$ cat config.mk
export PLATFORM = sky130hd
export DESIGN_NAME = inst_boot_loader
export DESIGN_NICKNAME = d
export VERILOG_FILES = /design/src/rtl/inst_boot_loader.sv
export SDC_FILE = /design/constraint.sdc
export NUM_CORES = 1
export LEC_CHECK = 0
export ABC_AREA = 0
export BUFFER_PORTS_ARGS = -buffer_cell sky130_fd_sc_hd__buf_2
export CORE_MARGIN = 2
export CORE_UTILIZATION = 55
export CTS_CLUSTER_SIZE = 28
export DETAILED_ROUTE_END_ITERATION = 16
export GPL_ROUTABILITY_DRIVEN = 0
export PLACE_DENSITY = 0.87
export SETUP_SLACK_MARGIN = 0.05
export SYNTH_ARGS = -nofsm -noshare
export SYNTH_HDL_FRONTEND = slang
export SYNTH_SLANG_ARGS = --single-unit
$ cat constraint.sdc
create_clock -name clk -period 2.05 [get_ports clk]
set_input_delay 0.1025 -clock clk [delete_from_list [all_inputs] [get_ports clk]]
set_output_delay 0.1025 -clock clk [all_outputs]
set_load 0.1 [all_outputs]
$ cat src/rtl/inst_boot_loader.sv
// inst_boot_loader: receives a program image as a byte stream (header N, then
// 4*N payload bytes), packs little-endian 32-bit words into the instruction ROM
// and holds the core in reset until the image is complete.
// Optional trailing XOR checksum byte: define INST_BOOT_CHECKSUM_EN.
module inst_boot_loader #(
   parameter int DATA_WIDTH = 32,
   parameter int ADDR_WIDTH = 6,
   parameter int DEPTH      = 64
) (
   input  logic                  clk,
   input  logic                  resetIn,
   input  logic                  start,
   input  logic                  byteValid,
   input  logic [7:0]            byteIn,
   output logic                  byteReady,
   output logic                  romWriteEnable,
   output logic [ADDR_WIDTH-1:0] romWriteAddr,
   output logic [DATA_WIDTH-1:0] romWriteData,
   output logic                  coreResetOut,
   output logic                  done,
   output logic                  error,
   output logic [ADDR_WIDTH:0]   wordCount
);

   localparam logic [7:0] DEPTH_B = 8'(DEPTH);

   typedef enum logic [2:0] {
      S_HDR,
      S_LOAD,
      S_WRITE,
      S_RUN,
      S_ERROR
`ifdef INST_BOOT_CHECKSUM_EN
      , S_CHK
`endif
   } state_t;

   state_t              state;
   state_t              next_state;
   logic [1:0]          byte_cnt;
   logic [23:0]         word_buf;
   logic [ADDR_WIDTH:0] n_words;
   logic [ADDR_WIDTH:0] count_inc;
   logic                transfer;
`ifdef INST_BOOT_CHECKSUM_EN
   logic [7:0]          xor_acc;
`endif

   // State register
   always_ff @(posedge clk) begin
      if (!resetIn) state <= S_HDR;
      else          state <= next_state;
   end

   // Next-state decode, byte handshake
   always_comb begin
      next_state = state;
      byteReady  = 1'b0;
      transfer   = 1'b0;
      count_inc  = wordCount + 1'b1;
      case (state)
         S_HDR: begin
            byteReady = 1'b1;
            transfer  = byteValid;
            if (byteValid) begin
               if (byteIn == 8'd0 || byteIn > DEPTH_B) next_state = S_ERROR;
               else                                    next_state = S_LOAD;
            end
         end
         S_LOAD: begin
            byteReady = 1'b1;
            transfer  = byteValid;
            if (byteValid && byte_cnt == 2'd3) next_state = S_WRITE;
         end
         S_WRITE: begin
            if (count_inc == n_words) begin
`ifdef INST_BOOT_CHECKSUM_EN
               next_state = S_CHK;
`else
               next_state = S_RUN;
`endif
            end else begin
               next_state = S_LOAD;
            end
         end
`ifdef INST_BOOT_CHECKSUM_EN
         S_CHK: begin
            byteReady = 1'b1;
            transfer  = byteValid;
            if (byteValid) begin
               if (byteIn == xor_acc) next_state = S_RUN;
               else                   next_state = S_ERROR;
            end
         end
`endif
         S_RUN:   if (start) next_state = S_HDR;
         S_ERROR: if (start) next_state = S_HDR;
         default: next_state = S_HDR;
      endcase
   end

   // Datapath: word assembly, ROM write port, status outputs
   always_ff @(posedge clk) begin
      if (!resetIn) begin
         romWriteEnable <= 1'b0;
         romWriteAddr   <= '0;
         romWriteData   <= '0;
         coreResetOut   <= 1'b1;
         done           <= 1'b0;
         error          <= 1'b0;
         wordCount      <= '0;
         byte_cnt       <= '0;
         word_buf       <= '0;
         n_words        <= '0;
`ifdef INST_BOOT_CHECKSUM_EN
         xor_acc        <= '0;
`endif
      end else begin
         romWriteEnable <= 1'b0;
         coreResetOut   <= 1'b1;
         done           <= 1'b0;
         error          <= (next_state == S_ERROR);
         case (state)
            S_HDR: begin
`ifdef INST_BOOT_CHECKSUM_EN
               xor_acc <= '0;
`endif
               if (transfer && next_state == S_LOAD) n_words <= byteIn[ADDR_WIDTH:0];
            end
            S_LOAD: begin
               if (transfer) begin
                  byte_cnt <= byte_cnt + 2'd1;
`ifdef INST_BOOT_CHECKSUM_EN
                  xor_acc  <= xor_acc ^ byteIn;
`endif
                  case (byte_cnt)
                     2'd0: word_buf[7:0]   <= byteIn;
                     2'd1: word_buf[15:8]  <= byteIn;
                     2'd2: word_buf[23:16] <= byteIn;
                     default: begin
                        // Output registers load on the 4th byte so the strobe
                        // lines up with the WRITE state one cycle later.
                        romWriteEnable <= 1'b1;
                        romWriteAddr   <= wordCount[ADDR_WIDTH-1:0];
                        romWriteData   <= {byteIn, word_buf};
                     end
                  endcase
               end
            end
            S_WRITE: wordCount <= count_inc;
            S_RUN: begin
               if (start) begin
                  wordCount <= '0;
               end else begin
                  coreResetOut <= 1'b0;
                  done         <= 1'b1;
               end
            end
            S_ERROR: if (start) wordCount <= '0;
            default: ;
         endcase
      end
   end

endmodule
* Word level (Yosys, flattened, before mapping)
Cells that the tools add are included.
** Storage, ports and cells
- Flip-flop bits (word level) :: 85
- Input port bits :: 12
- Output and inout bits :: 50
- Logic and storage cells :: 60
** Cells by class
- $add $sub $neg :: 2
- Magnitude comparators :: 1
- Equality and inequality tests :: 11
- Mux-type cells :: 13
- Bitwise operators :: 1
- Reductions and logical operators :: 19
** Operators by type and width (number)
- $reduce_and A3 Y1 :: 5
- $pmux W7 S2 :: 1
- $mux W3 :: 4
- $pmux W3 S4 :: 1
- $gt A8 B7 Y1 const B :: 1
- $logic_not A8 Y1 :: 1
- $reduce_and A2 Y1 :: 4
- $add A7 B1 Y7 const B :: 1
- $eq A7 B7 Y1 :: 1
- $mux W7 :: 1
- $eq A3 B1 Y1 const B :: 2
- $eq A3 B2 Y1 const B :: 2
- $eq A3 B3 Y1 const B :: 2
- $mux W1 :: 5
- $eq A2 B2 Y1 const B :: 2
- $reduce_or A2 Y1 :: 2
- $logic_not A3 Y1 :: 1
- $reduce_or A3 Y1 :: 1
- $add A2 B1 Y2 const B :: 1
- $eq A2 B1 Y1 const B :: 1
- $logic_and A1 B1 Y1 :: 2
- $logic_not A2 Y1 :: 1
- $mux W2 :: 1
- $ne A2 B1 Y1 const B :: 1
- other kinds (3) :: 3

* Depth between registers and ports, before layout
- Depth in word-level cells :: 8
- Depth in mapped cells :: 8
- Mapped depth without buffers :: 6

* Worst setup path before layout
OpenSTA, ideal clock, no wires.
- Path kind :: register to register
- From :: register wordCount[1]
- To :: register state[1]
- Arrival :: 2.209 ns
- Data required time :: 1.963 ns
- Slack :: -0.246 ns
- Stages on the path, launching flop included :: 8
- Path buffers :: 1
- Clock period less this slack :: 2.296 ns
- Path through :: dfxtp_1 ha_1 and3_1 clkbuf_1 nand3_1 o21ai_0 o21ai_0 o31ai_1
** Between the ends
- Cells in the longest elaborated chain, start to end :: 4
** RTL lines
- start: declaration :: RTL line 22 : output logic [ADDR_WIDTH:0] wordCount
- start signal: assignment :: RTL line 150 : S_WRITE: wordCount <= count_inc;
- $add A7 B1 Y7 :: RTL line 60 : count_inc = wordCount + 1'b1;
- $eq A7 B7 Y1 :: RTL line 76 : if (count_inc == n_words) begin
- $mux W2 :: RTL line 76
- $pmux W3 S4 :: RTL line 61 : case (state)
- end signal: assignment :: RTL line 52 : else state <= next_state;
- end: declaration :: RTL line 38 : state_t state;
Every way passes these cells.
A chain may end at the register's enable or synchronous reset.

* Worst setup path in the final report
- From :: register state[1]
- To :: register wordCount[3]
** Between the ends
- Cells in the longest elaborated chain, start to end :: 4
** RTL lines
- $eq A3 B3 Y1 or $eq A3 B2 Y1 (tied branches) :: RTL line 123 : case (state)
- $reduce_or A2 Y1 (no line)
- $ne A2 B1 Y1 (no line) or $reduce_bool A2 Y1 (tied branches)
- $reduce_and A2 Y1 (no line)
Parallel ways exist; a longest one is shown, timed or not.

==> run_results.csv <==
group,metric,value,unit
run_status,status,"finished clean",
routing,drc,0,
global_routing,antenna_found_initial,0,
die,ioPinCount,62,
setup_path,cpPeakStageDelay,0.53,ns
setup_path,cp_slowest_cell,"dfxtp_1",
setup_path,worstRegToRegCells,4,
die,die_w,85.1,um
power,netSwitchingPower,0.786,mW
power,ir_worst_vdd,0.000461,V
synthesis,synthTopCellsByArea,"dfxtp_1, a21boi_0, nand2_1",
final_layout,seq_area,1710,sq um
global_routing,grt_usage,22.5,%
place,port_buffers,61,
clocking,clk_path_buf_depth,2,
die,die_area,7240,sq um
setup_path,crit_fanout,9,
synthesis,syn_avg_cell_area,8.53,sq um
global_routing,first_global_vias,2842,
clocking,cts_resized,0,
setup_path,end_kind,"register",
power,p_leak,1.57,nW
clocking,worstSkewPairLatency,0.36,ns
synthesis,syn_inst,424,
sta,period_share,87.6,%
routing,wirelength,7790,um
final_layout,finalInstanceArea,4150,sq um
place,dp_hpwl,5340,um
routing,drt-initial-drc-count,183,
sta,grt_setup_unrepaired,"no",
final_layout,fillers,521,
setup_path,cp.arrival,2.07,ns
sta,worst_slew_pin_slew,0.565,ns
routing,dr.pass1.iters,4,
setup_path,path_cells,"nor2b_1 > nand2b_1 > or4_1 > a21boi_0",
sta,finalHoldViolations,0,
die,core_area,6350,sq um
place,place_area,3930,sq um
global_routing,grt_max_degree,75,
power,pwr-share-clk,40.8,%
routing,antenna_left,0,
clocking,cts_tree,"yes",
clocking,htree_levels,3,
final_layout,syn_to_final_growth,14.9,%
synthesis,ys_ff_latch,85,
global_routing,gr-total-overflow,0,
clocking,clk_pin_slew,0.09,ns
final_layout,utilization,65.4,%
power,power.share.sequential,54.1,%
clocking,cts_sinks,85,
synthesis,synth_cell_types,40,
power,comb_power_share,5.1,%
power,finalPower,3.10,mW
sta,max_freq,557,MHz
synthesis,yosysTopAreaCell,"dfxtp_1",
place,dp.cells,540,
sta,period_minus_slack,1.80,ns
hold_path,holdPathStages,3,
die,floorplan.rows,29,
final_layout,multi_input_area,1730,sq um
final_layout,diodes,0,
sta,skew,0.00900,ns
clocking,cts_root_buf,"clkbuf_8",
global_routing,grt_pass1_wl,13000,um
routing,avgViaCountPerCell,5.42,
setup_path,cp.required,2.32,ns
setup_path,start_kind,"register",
flow_run,cap_violations,0,
synthesis,yosysSeqAreaShare,47.1,%
final_layout,final_cells,557,
power,switching_share,25.4,%
die,initial_utilization,56.9,%
synthesis,yosysWarnings,0,
final_layout,drive_gt1_share,20.2,%
clocking,numCtsBuffers,9,
synthesis,synth_top_area_share,47.1,%
routing,routedWlPerCell,14.0,um
routing,vias,3019,
synthesis,syn_area,3620,sq um
die,dieHeight,85.1,um
sta,slew_headroom,62.4,%
sta,setup_tns,0,ns
final_layout,finalNetCount,493,
clocking,cts_setup_buffers,0,
sta,setup_viol,0,
synthesis,syn-num-nets,442,
synthesis,asyncSetResetFlopFracSynth,0,%
synthesis,synth-main-ff-cell,"dfxtp_1",
synthesis,synth_enable_flop_cells,0,
power,power.density,746,nW/um^2
setup_path,critPathKind,"register to register",
power,intPower,2.31,mW
sta,drv_slew,0,
hold_path,min_path_type,"input port to register",
[what timing repair did]
item	4_1_cts	5_1_grt
hold endpoints to repair	1	0
hold buffers	1	0
endpoints found under the setup margin	0	0
[synth_stat cells, drive strengths merged, types with 3 or more instances]
cell type / count
xnor2: 9
nor2: 9
ha: 6
buf: 14
a21oi: 5
inv: 5
dfxtp: 85
a21boi: 66
o21ai: 13
nor2b: 6
nor3: 3
nand3: 38
and3: 3
clkbuf: 16
nand2: 118
nand2b: 3
and2: 3
[worst paths after layout]
path / startpoint / end / slack [ns]
worst max-delay path: state[1] / wordCount[3] / 0.25
worst min-delay path: byteIn[5] / n_words[5] / 0.06
worst max register to register: state[1] / wordCount[3] / 0.25
worst min register to register: romWriteData[11] / romWriteData[11] / 0.46
[power by group through the flow]
stage,clock (mW),combinational [mW],sequential [mW]
floorplan,0,0.106,1.72
global placement,0,0.154,1.71
detailed placement,0,0.156,1.71
CTS,1.28,0.158,1.68
global route,1.33,0.170,1.68
finish,1.26,0.159,1.68
[cells in the final DEF, fill, tap and decap left out, types with 3 or more instances in the layout]
master and n:
ha_1 6, dfxtp_2 5, a21oi_1 5, nor2_1 9, inv_6 3, nor3_1 3, o21ai_0 11, nand2b_1 3
and3_1 3, and2_1 3, xnor2_1 9, nand3_1 38, a21boi_1 4, buf_4 7, dfxtp_1 80, inv_1 5
buf_2 61, a21boi_0 62, clkbuf_8 9, nor2b_1 6, nand2_1 118
[layout make-up]
cell class,count,area share (%)
Sequential cell,85,41.1
Clock buffer,9,2.98
Timing Repair Buffer,70,9.34
Multi-Input combinational cell,304,41.7
Tap cell,77,2.32
Inverter,5,0.452
Clock inverter,7,2.08
[sequential cells by signal (all words and copies together), names as in the netlist]
name,count
byte_cnt,2
coreResetOut,1
done,1
error,1
n_words,7
romWriteAddr,6
romWriteData,32
romWriteEnable,1
state,3
wordCount,7
word_buf,24
[worst max-delay path: cells and delay by family, from the launching register on]
kind	cells	cell delay [ns]
compound gates	1	0.21
flops	1	0.53
simple gates	3	0.96
[routing by layer]
layer | share of wire (%) | global-route usage [%] | vias to the layer above
met5 | 0 | 0 | -
met4 | 1.5 | 7.36 | 0
met3 | 5.4 | 5.93 | 12
met2 | 49 | 38.1 | 80
met1 | 44 | 27.8 | 1400
li1 | - | - | 1527
[stage by stage]
step | setup WS (ns) | hold WS, ns
2_1_floorplan | 0.144 | 0.193
3_3_place_gp | 0.440 | 0.372
3_5_place_dp | 0.270 | 0.387
4_1_cts | 0.249 | 0.0481
5_1_grt | 0.115 | 0.0626
6_report | 0.255 | 0.0636
[kinds of logic after synthesis]
family / count (synthesis) / share of synthesized area, %
buf+inv: 35 / 5.43
compound gates: 97 / 19.5
xor+xnor: 10 / 2.42
mux: 1 / 0.277
flops: 85 / 47.1
fa+ha+maj: 6 / 2.08
simple gates: 190 / 23.2
Power figures use the tool's default switching activity.
